File: src/rtl/control_sequencer_if.sv
// Interface between the hardwired control sequencer and the CPU datapath.
//  master : the control sequencer (drives strobes, Run, pc_reset_val, state_dbg;
//           receives IR, CON_FF, Stop)
//  slave  : the datapath side (the mirror image)
// Signals:
//  IR, CON_FF, Stop            datapath/system inputs to the sequencer
//  Run, pc_reset_val           processor run flag and reset-PC constant
//  *out                        bus-source selects (at most one high at a time)
//  *in                         register load enables
//  IncPC..BAout                miscellaneous datapath controls
//  state_dbg                   current sequencer state, for observation only
// Handshake: there is no valid/ready pair here. Every output is a level that is
// valid for the whole clock cycle of the state that produces it, and every
// input is sampled on the rising clock edge.
interface control_sequencer_if;
  logic [31:0] IR;
  logic        CON_FF;
  logic        Stop;
  logic        Run;
  logic [31:0] pc_reset_val;
  logic        PCout, Zlowout, Zhighout, MDRout, HIout, LOout, InPortout, Cout;
  logic        MARin, PCin, MDRin, IRin, Yin, Zlowin, Zhighin, HIin, LOin, OutPortin;
  logic        IncPC, MD_read, Write, Gra, Grb, Grc, Rin, Rout, BAout;
  logic [3:0]  state_dbg;

  modport master (
    input  IR, CON_FF, Stop,
    output Run, pc_reset_val,
    output PCout, Zlowout, Zhighout, MDRout, HIout, LOout, InPortout, Cout,
    output MARin, PCin, MDRin, IRin, Yin, Zlowin, Zhighin, HIin, LOin, OutPortin,
    output IncPC, MD_read, Write, Gra, Grb, Grc, Rin, Rout, BAout,
    output state_dbg
  );

  modport slave (
    output IR, CON_FF, Stop,
    input  Run, pc_reset_val,
    input  PCout, Zlowout, Zhighout, MDRout, HIout, LOout, InPortout, Cout,
    input  MARin, PCin, MDRin, IRin, Yin, Zlowin, Zhighin, HIin, LOin, OutPortin,
    input  IncPC, MD_read, Write, Gra, Grb, Grc, Rin, Rout, BAout,
    input  state_dbg
  );
endinterface

File: src/rtl/control_sequencer.sv
// Multi-cycle hardwired control unit for the CPU datapath.
// Steps one T-state per clock: fetch T0-T2, then a class-dependent execute
// sequence T3..T7 decoded from the opcode IR[OPC_MSB -: 5]. Owns run/halt.
// Ports:
//  clock  in  system clock, all state on posedge
//  clear  in  synchronous active-high reset (back to state RESET)
//  bus    control_sequencer_if.master: IR/CON_FF/Stop in, all strobes out
module control_sequencer #(
  parameter int          OPC_MSB  = 31,
  parameter logic [31:0] RESET_PC = 32'h0000_0000
) (
  input  logic               clock,
  input  logic               clear,
  control_sequencer_if.master bus
);

  typedef enum logic [3:0] {
    S_RESET = 4'd0,
    S_T0    = 4'd1,
    S_T1    = 4'd2,
    S_T2    = 4'd3,
    S_T3    = 4'd4,
    S_T4    = 4'd5,
    S_T5    = 4'd6,
    S_T6    = 4'd7,
    S_T7    = 4'd8,
    S_HALT  = 4'd9
  } state_e;

  typedef enum logic [3:0] {
    C_LD, C_LDI, C_ST, C_ALU, C_IMM, C_MULDIV, C_BR, C_JR,
    C_IN, C_OUT, C_MFHI, C_MFLO, C_NOP, C_HALT
  } class_e;

  state_e     state, state_next;
  class_e     cls;
  state_e     last_state;
  logic       stop_pend;
  logic [4:0] opcode;

  assign opcode           = bus.IR[OPC_MSB -: 5];
  assign bus.pc_reset_val = RESET_PC;
  assign bus.state_dbg    = state;
  assign bus.Run          = (state != S_RESET) && (state != S_HALT);

  // Opcode class. IR is only reloaded at the end of T2, so this decode is
  // stable for the whole execute phase; during fetch it is simply unused.
  always_comb begin
    cls = C_NOP;
    case (opcode)
      5'b00000: cls = C_LD;
      5'b00001: cls = C_LDI;
      5'b00010: cls = C_ST;
      5'b00011, 5'b00100, 5'b00101,
      5'b00110, 5'b00111, 5'b01000: cls = C_ALU;
      5'b01001, 5'b01010, 5'b01011: cls = C_IMM;
      5'b01100, 5'b01101: cls = C_MULDIV;
      5'b01110: cls = C_BR;
      5'b01111: cls = C_JR;
      5'b10000: cls = C_IN;
      5'b10001: cls = C_OUT;
      5'b10010: cls = C_MFHI;
      5'b10011: cls = C_MFLO;
      5'b11011: cls = C_HALT;
      default:  cls = C_NOP;
    endcase
  end

  // Final execute state of each class.
  always_comb begin
    last_state = S_T3;
    case (cls)
      C_LD, C_ST:            last_state = S_T7;
      C_LDI, C_ALU, C_IMM:   last_state = S_T5;
      C_MULDIV, C_BR:        last_state = S_T6;
      default:               last_state = S_T3;
    endcase
  end

  // State register and halt-request latch. clear overrides everything,
  // including a Stop arriving on the same edge.
  always_ff @(posedge clock) begin
    if (clear) begin
      state     <= S_RESET;
      stop_pend <= 1'b0;
    end else begin
      state <= state_next;
      if (state_next == S_HALT)
        stop_pend <= 1'b0;
      else if (bus.Stop && (state != S_RESET) && (state != S_HALT))
        stop_pend <= 1'b1;
    end
  end

  // Next-state logic. Stop is honoured only at an instruction boundary; a Stop
  // seen on the boundary edge itself still counts for the finishing instruction.
  always_comb begin
    state_next = state;
    case (state)
      S_RESET: state_next = S_T0;
      S_T0:    state_next = S_T1;
      S_T1:    state_next = S_T2;
      S_T2:    state_next = S_T3;
      S_T3, S_T4, S_T5, S_T6, S_T7: begin
        if (state == last_state) begin
          if (cls == C_HALT || stop_pend || bus.Stop)
            state_next = S_HALT;
          else
            state_next = S_T0;
        end else begin
          case (state)
            S_T3:    state_next = S_T4;
            S_T4:    state_next = S_T5;
            S_T5:    state_next = S_T6;
            S_T6:    state_next = S_T7;
            default: state_next = S_T0;
          endcase
        end
      end
      S_HALT:  state_next = S_HALT;
      default: state_next = S_RESET;
    endcase
  end

  // Strobe decode: everything low unless the current state lists it.
  always_comb begin
    bus.PCout     = 1'b0;
    bus.Zlowout   = 1'b0;
    bus.Zhighout  = 1'b0;
    bus.MDRout    = 1'b0;
    bus.HIout     = 1'b0;
    bus.LOout     = 1'b0;
    bus.InPortout = 1'b0;
    bus.Cout      = 1'b0;
    bus.MARin     = 1'b0;
    bus.PCin      = 1'b0;
    bus.MDRin     = 1'b0;
    bus.IRin      = 1'b0;
    bus.Yin       = 1'b0;
    bus.Zlowin    = 1'b0;
    bus.Zhighin   = 1'b0;
    bus.HIin      = 1'b0;
    bus.LOin      = 1'b0;
    bus.OutPortin = 1'b0;
    bus.IncPC     = 1'b0;
    bus.MD_read   = 1'b0;
    bus.Write     = 1'b0;
    bus.Gra       = 1'b0;
    bus.Grb       = 1'b0;
    bus.Grc       = 1'b0;
    bus.Rin       = 1'b0;
    bus.Rout      = 1'b0;
    bus.BAout     = 1'b0;

    case (state)
      S_T0: begin
        bus.PCout  = 1'b1;
        bus.MARin  = 1'b1;
        bus.IncPC  = 1'b1;
        bus.Zlowin = 1'b1;
      end
      S_T1: begin
        bus.Zlowout = 1'b1;
        bus.PCin    = 1'b1;
        bus.MD_read = 1'b1;
        bus.MDRin   = 1'b1;
      end
      S_T2: begin
        bus.MDRout = 1'b1;
        bus.IRin   = 1'b1;
      end
      S_T3, S_T4, S_T5, S_T6, S_T7: begin
        case (cls)
          // ld / ldi / st share the effective-address computation in T3-T4.
          C_LD, C_LDI, C_ST: begin
            case (state)
              S_T3: begin bus.Grb = 1'b1; bus.BAout = 1'b1; bus.Yin = 1'b1; end
              S_T4: begin bus.Cout = 1'b1; bus.Zlowin = 1'b1; end
              S_T5: begin
                bus.Zlowout = 1'b1;
                if (cls == C_LDI) begin
                  bus.Gra = 1'b1;
                  bus.Rin = 1'b1;
                end else begin
                  bus.MARin = 1'b1;
                end
              end
              S_T6: begin
                if (cls == C_LD) begin
                  bus.MD_read = 1'b1;
                  bus.MDRin   = 1'b1;
                end else if (cls == C_ST) begin
                  bus.Gra   = 1'b1;
                  bus.Rout  = 1'b1;
                  bus.MDRin = 1'b1;
                end
              end
              S_T7: begin
                if (cls == C_LD) begin
                  bus.MDRout = 1'b1;
                  bus.Gra    = 1'b1;
                  bus.Rin    = 1'b1;
                end else if (cls == C_ST) begin
                  bus.Write = 1'b1;
                end
              end
              default: ;
            endcase
          end
          C_ALU, C_IMM: begin
            case (state)
              S_T3: begin bus.Grb = 1'b1; bus.Rout = 1'b1; bus.Yin = 1'b1; end
              S_T4: begin
                bus.Zlowin = 1'b1;
                if (cls == C_ALU) begin
                  bus.Grc  = 1'b1;
                  bus.Rout = 1'b1;
                end else begin
                  bus.Cout = 1'b1;
                end
              end
              S_T5: begin bus.Zlowout = 1'b1; bus.Gra = 1'b1; bus.Rin = 1'b1; end
              default: ;
            endcase
          end
          C_MULDIV: begin
            case (state)
              S_T3: begin bus.Gra = 1'b1; bus.Rout = 1'b1; bus.Yin = 1'b1; end
              S_T4: begin
                bus.Grb     = 1'b1;
                bus.Rout    = 1'b1;
                bus.Zlowin  = 1'b1;
                bus.Zhighin = 1'b1;
              end
              S_T5: begin bus.Zlowout = 1'b1; bus.LOin = 1'b1; end
              S_T6: begin bus.Zhighout = 1'b1; bus.HIin = 1'b1; end
              default: ;
            endcase
          end
          C_BR: begin
            case (state)
              // T3 puts Ra on the bus so the datapath can evaluate CON_FF.
              S_T3: begin bus.Gra = 1'b1; bus.Rout = 1'b1; end
              S_T4: begin bus.PCout = 1'b1; bus.Yin = 1'b1; end
              S_T5: begin bus.Cout = 1'b1; bus.Zlowin = 1'b1; end
              S_T6: begin bus.Zlowout = 1'b1; bus.PCin = bus.CON_FF; end
              default: ;
            endcase
          end
          C_JR: if (state == S_T3) begin
            bus.Gra = 1'b1; bus.Rout = 1'b1; bus.PCin = 1'b1;
          end
          C_IN: if (state == S_T3) begin
            bus.InPortout = 1'b1; bus.Gra = 1'b1; bus.Rin = 1'b1;
          end
          C_OUT: if (state == S_T3) begin
            bus.Gra = 1'b1; bus.Rout = 1'b1; bus.OutPortin = 1'b1;
          end
          C_MFHI: if (state == S_T3) begin
            bus.HIout = 1'b1; bus.Gra = 1'b1; bus.Rin = 1'b1;
          end
          C_MFLO: if (state == S_T3) begin
            bus.LOout = 1'b1; bus.Gra = 1'b1; bus.Rin = 1'b1;
          end
          default: ;
        endcase
      end
      default: ;
    endcase
  end

endmodule

File: src/flat_wrapper.sv
// flat-port wrapper written by rule: the top's interface ports become plain ports
module control_sequencer_flat 
#(
  parameter int          OPC_MSB  = 31,
  parameter logic [31:0] RESET_PC = 32'h0000_0000
)
  (clock, clear, bus_IR, bus_CON_FF, bus_Stop, bus_Run, bus_pc_reset_val, bus_PCout, bus_Zlowout, bus_Zhighout, bus_MDRout, bus_HIout, bus_LOout, bus_InPortout, bus_Cout, bus_MARin, bus_PCin, bus_MDRin, bus_IRin, bus_Yin, bus_Zlowin, bus_Zhighin, bus_HIin, bus_LOin, bus_OutPortin, bus_IncPC, bus_MD_read, bus_Write, bus_Gra, bus_Grb, bus_Grc, bus_Rin, bus_Rout, bus_BAout, bus_state_dbg);
  control_sequencer_if bus_i ();
  input  logic clock;
  input  logic clear;
  input wire logic [$bits(bus_i.IR)-1:0] bus_IR;
  input wire logic [$bits(bus_i.CON_FF)-1:0] bus_CON_FF;
  input wire logic [$bits(bus_i.Stop)-1:0] bus_Stop;
  output wire logic [$bits(bus_i.Run)-1:0] bus_Run;
  output wire logic [$bits(bus_i.pc_reset_val)-1:0] bus_pc_reset_val;
  output wire logic [$bits(bus_i.PCout)-1:0] bus_PCout;
  output wire logic [$bits(bus_i.Zlowout)-1:0] bus_Zlowout;
  output wire logic [$bits(bus_i.Zhighout)-1:0] bus_Zhighout;
  output wire logic [$bits(bus_i.MDRout)-1:0] bus_MDRout;
  output wire logic [$bits(bus_i.HIout)-1:0] bus_HIout;
  output wire logic [$bits(bus_i.LOout)-1:0] bus_LOout;
  output wire logic [$bits(bus_i.InPortout)-1:0] bus_InPortout;
  output wire logic [$bits(bus_i.Cout)-1:0] bus_Cout;
  output wire logic [$bits(bus_i.MARin)-1:0] bus_MARin;
  output wire logic [$bits(bus_i.PCin)-1:0] bus_PCin;
  output wire logic [$bits(bus_i.MDRin)-1:0] bus_MDRin;
  output wire logic [$bits(bus_i.IRin)-1:0] bus_IRin;
  output wire logic [$bits(bus_i.Yin)-1:0] bus_Yin;
  output wire logic [$bits(bus_i.Zlowin)-1:0] bus_Zlowin;
  output wire logic [$bits(bus_i.Zhighin)-1:0] bus_Zhighin;
  output wire logic [$bits(bus_i.HIin)-1:0] bus_HIin;
  output wire logic [$bits(bus_i.LOin)-1:0] bus_LOin;
  output wire logic [$bits(bus_i.OutPortin)-1:0] bus_OutPortin;
  output wire logic [$bits(bus_i.IncPC)-1:0] bus_IncPC;
  output wire logic [$bits(bus_i.MD_read)-1:0] bus_MD_read;
  output wire logic [$bits(bus_i.Write)-1:0] bus_Write;
  output wire logic [$bits(bus_i.Gra)-1:0] bus_Gra;
  output wire logic [$bits(bus_i.Grb)-1:0] bus_Grb;
  output wire logic [$bits(bus_i.Grc)-1:0] bus_Grc;
  output wire logic [$bits(bus_i.Rin)-1:0] bus_Rin;
  output wire logic [$bits(bus_i.Rout)-1:0] bus_Rout;
  output wire logic [$bits(bus_i.BAout)-1:0] bus_BAout;
  output wire logic [$bits(bus_i.state_dbg)-1:0] bus_state_dbg;
  assign bus_i.IR = bus_IR;
  assign bus_i.CON_FF = bus_CON_FF;
  assign bus_i.Stop = bus_Stop;
  assign bus_Run = bus_i.Run;
  assign bus_pc_reset_val = bus_i.pc_reset_val;
  assign bus_PCout = bus_i.PCout;
  assign bus_Zlowout = bus_i.Zlowout;
  assign bus_Zhighout = bus_i.Zhighout;
  assign bus_MDRout = bus_i.MDRout;
  assign bus_HIout = bus_i.HIout;
  assign bus_LOout = bus_i.LOout;
  assign bus_InPortout = bus_i.InPortout;
  assign bus_Cout = bus_i.Cout;
  assign bus_MARin = bus_i.MARin;
  assign bus_PCin = bus_i.PCin;
  assign bus_MDRin = bus_i.MDRin;
  assign bus_IRin = bus_i.IRin;
  assign bus_Yin = bus_i.Yin;
  assign bus_Zlowin = bus_i.Zlowin;
  assign bus_Zhighin = bus_i.Zhighin;
  assign bus_HIin = bus_i.HIin;
  assign bus_LOin = bus_i.LOin;
  assign bus_OutPortin = bus_i.OutPortin;
  assign bus_IncPC = bus_i.IncPC;
  assign bus_MD_read = bus_i.MD_read;
  assign bus_Write = bus_i.Write;
  assign bus_Gra = bus_i.Gra;
  assign bus_Grb = bus_i.Grb;
  assign bus_Grc = bus_i.Grc;
  assign bus_Rin = bus_i.Rin;
  assign bus_Rout = bus_i.Rout;
  assign bus_BAout = bus_i.BAout;
  assign bus_state_dbg = bus_i.state_dbg;
  control_sequencer #(.OPC_MSB(OPC_MSB), .RESET_PC(RESET_PC)) u_core (.clock(clock), .clear(clear), .bus(bus_i));
endmodule
File: config.mk
export PLATFORM = sky130hd
export DESIGN_NAME = control_sequencer_flat
export DESIGN_NICKNAME = d
export VERILOG_FILES = /design/src/rtl/control_sequencer_if.sv /design/src/rtl/control_sequencer.sv /design/src/flat_wrapper.sv
export SDC_FILE = /design/constraint.sdc
export NUM_CORES = 1
export LEC_CHECK = 0
export ABC_CLOCK_PERIOD_IN_PS = 2100
export CORE_ASPECT_RATIO = 1.4
export CORE_MARGIN = 2
export CORE_UTILIZATION = 33
export CTS_CLUSTER_DIAMETER = 60
export DETAILED_ROUTE_END_ITERATION = 8
export PLACE_DENSITY = 0.87
export SETUP_SLACK_MARGIN = 0.1
export SLEW_MARGIN = 20
export SYNTH_ARGS = -nofsm -noshare
export SYNTH_HDL_FRONTEND = slang
export SYNTH_SLANG_ARGS = --single-unit
File: constraint.sdc
create_clock -name clock -period 2.1 [get_ports clock]
set_clock_uncertainty 0.05 [all_clocks]
set_input_delay 0.21 -clock clock [delete_from_list [all_inputs] [get_ports clock]]
set_output_delay 0.21 -clock clock [all_outputs]
set_load 0.03 [all_outputs]
== Yosys cells after proc, flatten, opt, wreduce, memory -nomap -nowiden ==
Memories as Yosys holds them, arrays and structs flattened.
Index checks and enable logic that the tools add are counted.
Word-level totals
  register bits after elaboration: 5
  latch bits: 0
  RAM bits: 0
  bits in read-only memories: 128
  logic and storage cells: 128
  memories kept: 1
Operators by class
  $add $sub $neg: 0
  multipliers: 0
  divide/modulo/power cells: 0
  magnitude comparators: 0
  equality and inequality tests: 24
  shift operators: 0
  mux-type cells: 80
  bitwise logic cells: 0
  reduce and logical (&&, ||, !) cells: 21
Memory list
  (name not given): depth 32, bits a word 4, rd ports 1, clocked after memory_dff 0, wr ports 0, line control_sequencer.sv:50  | case (opcode)
Operator list (number)
  two-way mux 1 bit: 55
  equality test 4 x 3 -> 1 bit, second input constant: 8
  equality test 4 bit, second input constant: 8
  case mux 1 bit (2 select lines): 15
  case mux 4 bit (6 select lines): 1
  equality test 4 x 2 -> 1 bit, second input constant: 4
  case mux 4 bit (4 select lines): 1
  case mux 1 bit (3 select lines): 4
  case mux 4 bit (3 select lines): 1
  OR reduction 3 bit: 4
  OR reduction 2 bit: 5
  OR reduction 5 bit: 2
  equality test 4 x 1 -> 1 bit, second input constant: 2
  zero test 4 bit: 2
  two-way mux 4 bit: 2
  OR reduction 7 bit: 1
  OR reduction 6 bit: 1
  equality test 4 bit: 1
  inequality test 4 bit, second input constant: 1
  case mux 1 bit (4 select lines): 1
  nonzero test 4 bit: 1
  logical AND 1 bit: 3
  logical OR 1 bit: 2

== Logic depth before layout (Yosys ltp) ==
An unclocked memory read counts as a cell.
  depth after elaboration: 9
  depth in mapped cells: 7

== Worst setup path before layout ==
Ideal clock, no wire load.
  kind: register to output
  start: register u_core.state[0] (netlist: u_core.bus.state_dbg[0])
  end: output bus_BAout
  arrival: 2.504 ns
  data required time: 1.840 ns
  slack: -0.664 ns
  stages on the path, launching flop included: 6
  path through: dfxtp_1 > clkbuf_1 > clkbuf_1 > nor2_1 > nand2_1 > a2111oi_0
On the way
  longest elaborated chain between the ends: 4
  elaborated cells on any way between the ends: 9
  classes of those cells: eq/ne (5); mux (3); reduce/logical (1)
Ends and longest elaborated chain
  from (decl): line control_sequencer.sv:35  | state_e state, state_next;
  from (signal assigned): line control_sequencer.sv:87  | state <= state_next;
  equality test 4 x 3 -> 1 bit: line control_sequencer.sv:155, control_sequencer.sv:176
  two-way mux 1 bit: line control_sequencer.sv:176  | case (state)
  two-way mux 1 bit: line control_sequencer.sv:173  | case (cls)
  two-way mux 1 bit (*): line control_sequencer.sv:155  | case (state)
  to (decl): line flat_wrapper.sv:42  | output wire logic [$bits(bus_i.BAout)-1:0] bus_BAout;
Every way passes the cells marked *; elsewhere a longest branch is shown, timed or not.

== Worst setup path in the final report ==
  start: register u_core.state[0] (netlist: u_core.bus.state_dbg[0])
  end: output bus_Gra
On the way
  longest elaborated chain between the ends: 4
  elaborated cells on any way between the ends: 11
  classes of those cells: eq/ne (5); mux (5); reduce/logical (1)
Ends and longest elaborated chain
  equality test 4 bit, or another cell as far along: line control_sequencer.sv:155, control_sequencer.sv:176
  case mux 1 bit (3 select lines), or another cell as far along: line control_sequencer.sv:176
  case mux 1 bit (3 select lines): line control_sequencer.sv:173
  two-way mux 1 bit (*): line control_sequencer.sv:155
  to (decl): line flat_wrapper.sv:37  | output wire logic [$bits(bus_i.Gra)-1:0] bus_Gra;
Marked as above.

==> summary.txt <==
Die
  – Initial Utilization: between 30% and 40%
  – Placeable core area: between 3000 and 4000 sq um
  – Die H: 75.61 um
  – # IOs: 100
  – Die Width: around 55 um
  – # rows: 26
  – Die ar.: 4170 sq um

Yosys
  – Syn Std Cell Area: 1209 sq um
  – Area share of the largest cell type after synthesis: approximately 20%
  – Top post-synthesis cells by count: buf_4 (33), nor2_1 (21), nand2_1 (13), clkbuf_1 (12)
  – #FFs+latches synth: 5
  – Syn. warnings: 0
  – Syn Inst Count: 186
  – Top-count cell post-synth: buf_4
  – Post-synthesis sequential area ratio: 8.282%
  – Top FF cell, synth: dfxtp_1
  – Number of enable flip-flop cells after synthesis: 0
  – Synthesized area per cell: between 6 and 7 sq um
  – Ys async rst share: 0%
  – Area contributors post-synth: buf_4 (20%), dfxtp_1 (8.3%), nor2_1 (6.5%)
  – Netlist cell types: 50
  – Synth area leader: buf_4

Layout
  – Area grow syn2layout: 52.17%
  – Layout cells sized above 1: 38.25%
  – Nets@finish: 288
  – # diodes: 0
  – Design Area, Final: 1839 sq um
  – FILL cells: 364

Critical path
  – CP cell instances: buf_4, nand2_1, o21ai_0, a311o_1, buf_4
  – R2R Setup Slk: 0.44 ns
  – Critical R2R Capture: u_core.bus.state_dbg[0]$_SDFF_PP0_
  – Critical path data required time: between 1.5 and 2 ns
  – CP Launch Point: u_core.bus.state_dbg[0]$_SDFF_PP0_
  – Worst Path Arrival: 1.71 ns
  – Worst Setup Start Kind: flop
  – Most used cell, CP: buf_4
  – Critical Path Sink: bus_Gra
  – Critical path capture point type: primary output
  – Slowest CP cell: dfxtp_2
  – Crit Path Max Fanout: 11
  – Reg2reg start: u_core.bus.state_dbg[3]$_SDFF_PP0_
  – Delay-heaviest family, CP: flip-flops
  – Crit path kind: reg -> out
  – Worst path depth: 5
  – CP Buf/Inv Count: 2
  – Worst R2R Path Depth: 6
  – CP peak stage delay: 0.48 ns

Drt
  – Via density: 5.235
  – Post-route DRC violation count: 0
  – Final WL: 4199 um
  – Post-DRT Antenna Nets: 0
  – Detailed-route via count: 1534
  – Initial DRT Pass Iterations: 4
  – Initial DRC count: 71
  – Drt wl/cell: 14.33 um

Power
  – Pwr per Cell Area: 389.5 nW/um^2
  – Worst VDD drop: 336.0 uV
  – Net Sw Power: 346.0 uW
  – Flop pwr share: 17.2%
  – Leak: 0.0008747 uW
  – Pint: 370.4 uW
  – Sw Ratio: 48.29%
  – Comb pwr share: 55.6%
  – Clk network pwr share: 27.2%

Timing
  – Final min period: 1.973 ns
  – RSZ-0062 raised after global routing: yes
  – Final setup fails: 0
  – Hold WS: 0.4943 ns
  – Final TNS setup: 0 ns
  – Final cycle utilization of the critical path: 93.95%
  – Hold Fails Final Rpt: 0
  – Max Fclk: 0.5069 GHz
  – Max-slew violation count: 0
  – Final setup margin: 0.1270 ns

Global routing
  – GRT Total Usage: 20.62%
  – Vias in the first global route: 1467
  – Number of antenna violations at the first check in global routing: 0
  – GRT Residual Overflow: 0
  – Largest net degree at the start of global routing: 18
  – First-pass GRT wire length: 6368 um

Min path
  – Hold Path Class: reg -> reg

Placement
  – Placed Area: 1712 sq um
  – Post-DP HPWL: 3080 um
  – Gp weighted congestion: 0.8832
  – Setup WS pre-CTS: -0.1424 ns
  – Port bufs: 40

Clocking
  – H-tree depth: 1
  – CTS tree: done
  – Root Buffer: clkbuf_8
  – CTS Buf Count: 3
  – Clk sink count: 5
  – Clk_lat worst skew: 0.24 ns
  – Hold Buf Count CTS: 0
  – Clk buf depth: 2
  – Clock-pin transition on the worst setup and hold timing paths: about 0.040 ns

Job
  – Max-cap check violation count: 0

Status
  – Status: complete, no violations
-- cell usage in the layout (no fill, tap or decap), drive strengths merged, types with 2 or more instances in the layout --
cell            n
conb           32
buf            65
nand2          13
clkbuf          4
nand2b          9
a21oi          10
inv             4
dfxtp           5
mux2i           2
a32oi           3
nand3           3
o21a            2
nor3b           2
nor2           22
nor3           10
dlygate4sd2     6
a211oi          3
a31oi           2
o21ai           7
and3            6
nor2b           5
xnor2           2
clkdlybuf4s50   7
nand4           2
nor4            4
-- sequential cells by signal, summed over array words and instances, names as in the netlist --
name	flops
u_core.bus.state_dbg	4
u_core.stop_pend	1
-- per-layer routing --
layer / vias to the layer above / routed length (um) / track usage, %
met3: 15 / 304 / 1.765
met4: 0 / 143 / 14.36
met2: 93 / 2231 / 36.77
met1: 706 / 1521 / 22.05
met5: - / 0 / 0
li1: 720 / - / -
-- layout make-up --
type | count | area [sq um] | share of cell area (%)
multi-input combinational | 159 | 993.5 | 54.01
timing repair buffer | 79 | 625.6 | 34.01
sequential | 5 | 107.6 | 5.850
tap | 42 | 52.55 | 2.857
clock buffer | 4 | 45.04 | 2.449
inverter | 4 | 15.01 | 0.8163
-- tightest hold or removal path: stages, from the launching register on --
cell and delay, ns:
dfxtp_2 0.35, nand3_1 0.08, o22ai_1 0.07
-- logic make-up after synthesis --
logic type	share of synthesized area [%]
other	0.3103
muxes	2.898
xor gates and xnor gates	2.174
and+or+nand+nor	34.99
AOI/OAI and AO/OA	23.29
DFF	8.282
buffers and inverters	28.05
-- timing repair --
| action | in CTS | in global routing |
|---|---|---|
| gates resized for setup | 19 | 5 |
| pin swaps | 2 | 2 |
| gates cloned | 2 | 0 |
| endpoints found under the hold margin | 0 | 0 |
| buffers inserted | 3 | 0 |
| endpoints found under the setup margin | 24 | 9 |
-- worst min path at each step --
stage                     cells after the start                                  to                               start
after floorplan                               1       u_core.stop_pend$_SDFFE_PP0P_                               clear
after global placement                        2       u_core.stop_pend$_SDFFE_PP0P_       u_core.stop_pend$_SDFFE_PP0P_
after detailed placement                      2       u_core.stop_pend$_SDFFE_PP0P_       u_core.stop_pend$_SDFFE_PP0P_
after CTS                                     2  u_core.bus.state_dbg[2]$_SDFF_PP0_  u_core.bus.state_dbg[2]$_SDFF_PP0_
after global routing                          2  u_core.bus.state_dbg[2]$_SDFF_PP0_  u_core.bus.state_dbg[2]$_SDFF_PP0_
final                                         2  u_core.bus.state_dbg[2]$_SDFF_PP0_  u_core.bus.state_dbg[2]$_SDFF_PP0_
-- metrics by stage --
stage	utilization, %	std cells	power [uW]
finish	51.40	293	716.4
global route	51.40	293	745.2
CTS	51.01	293	711.6
detailed placement	47.83	284	505.8
global placement	47.83	284	498.8
floorplan	-	217	426.1
-- power by group through the flow --
| stage | registers, uW | logic (uW) | clock network, uW |
|---|---|---|---|
| finish | 123 | 398 | 195 |
| global placement | 122 | 377 | 0 |
| CTS | 122 | 394 | 196 |
| floorplan | 117 | 309 | 0 |
| detailed placement | 123 | 383 | 0 |
| global route | 124 | 426 | 196 |
(Power assumes the default switching activity.)
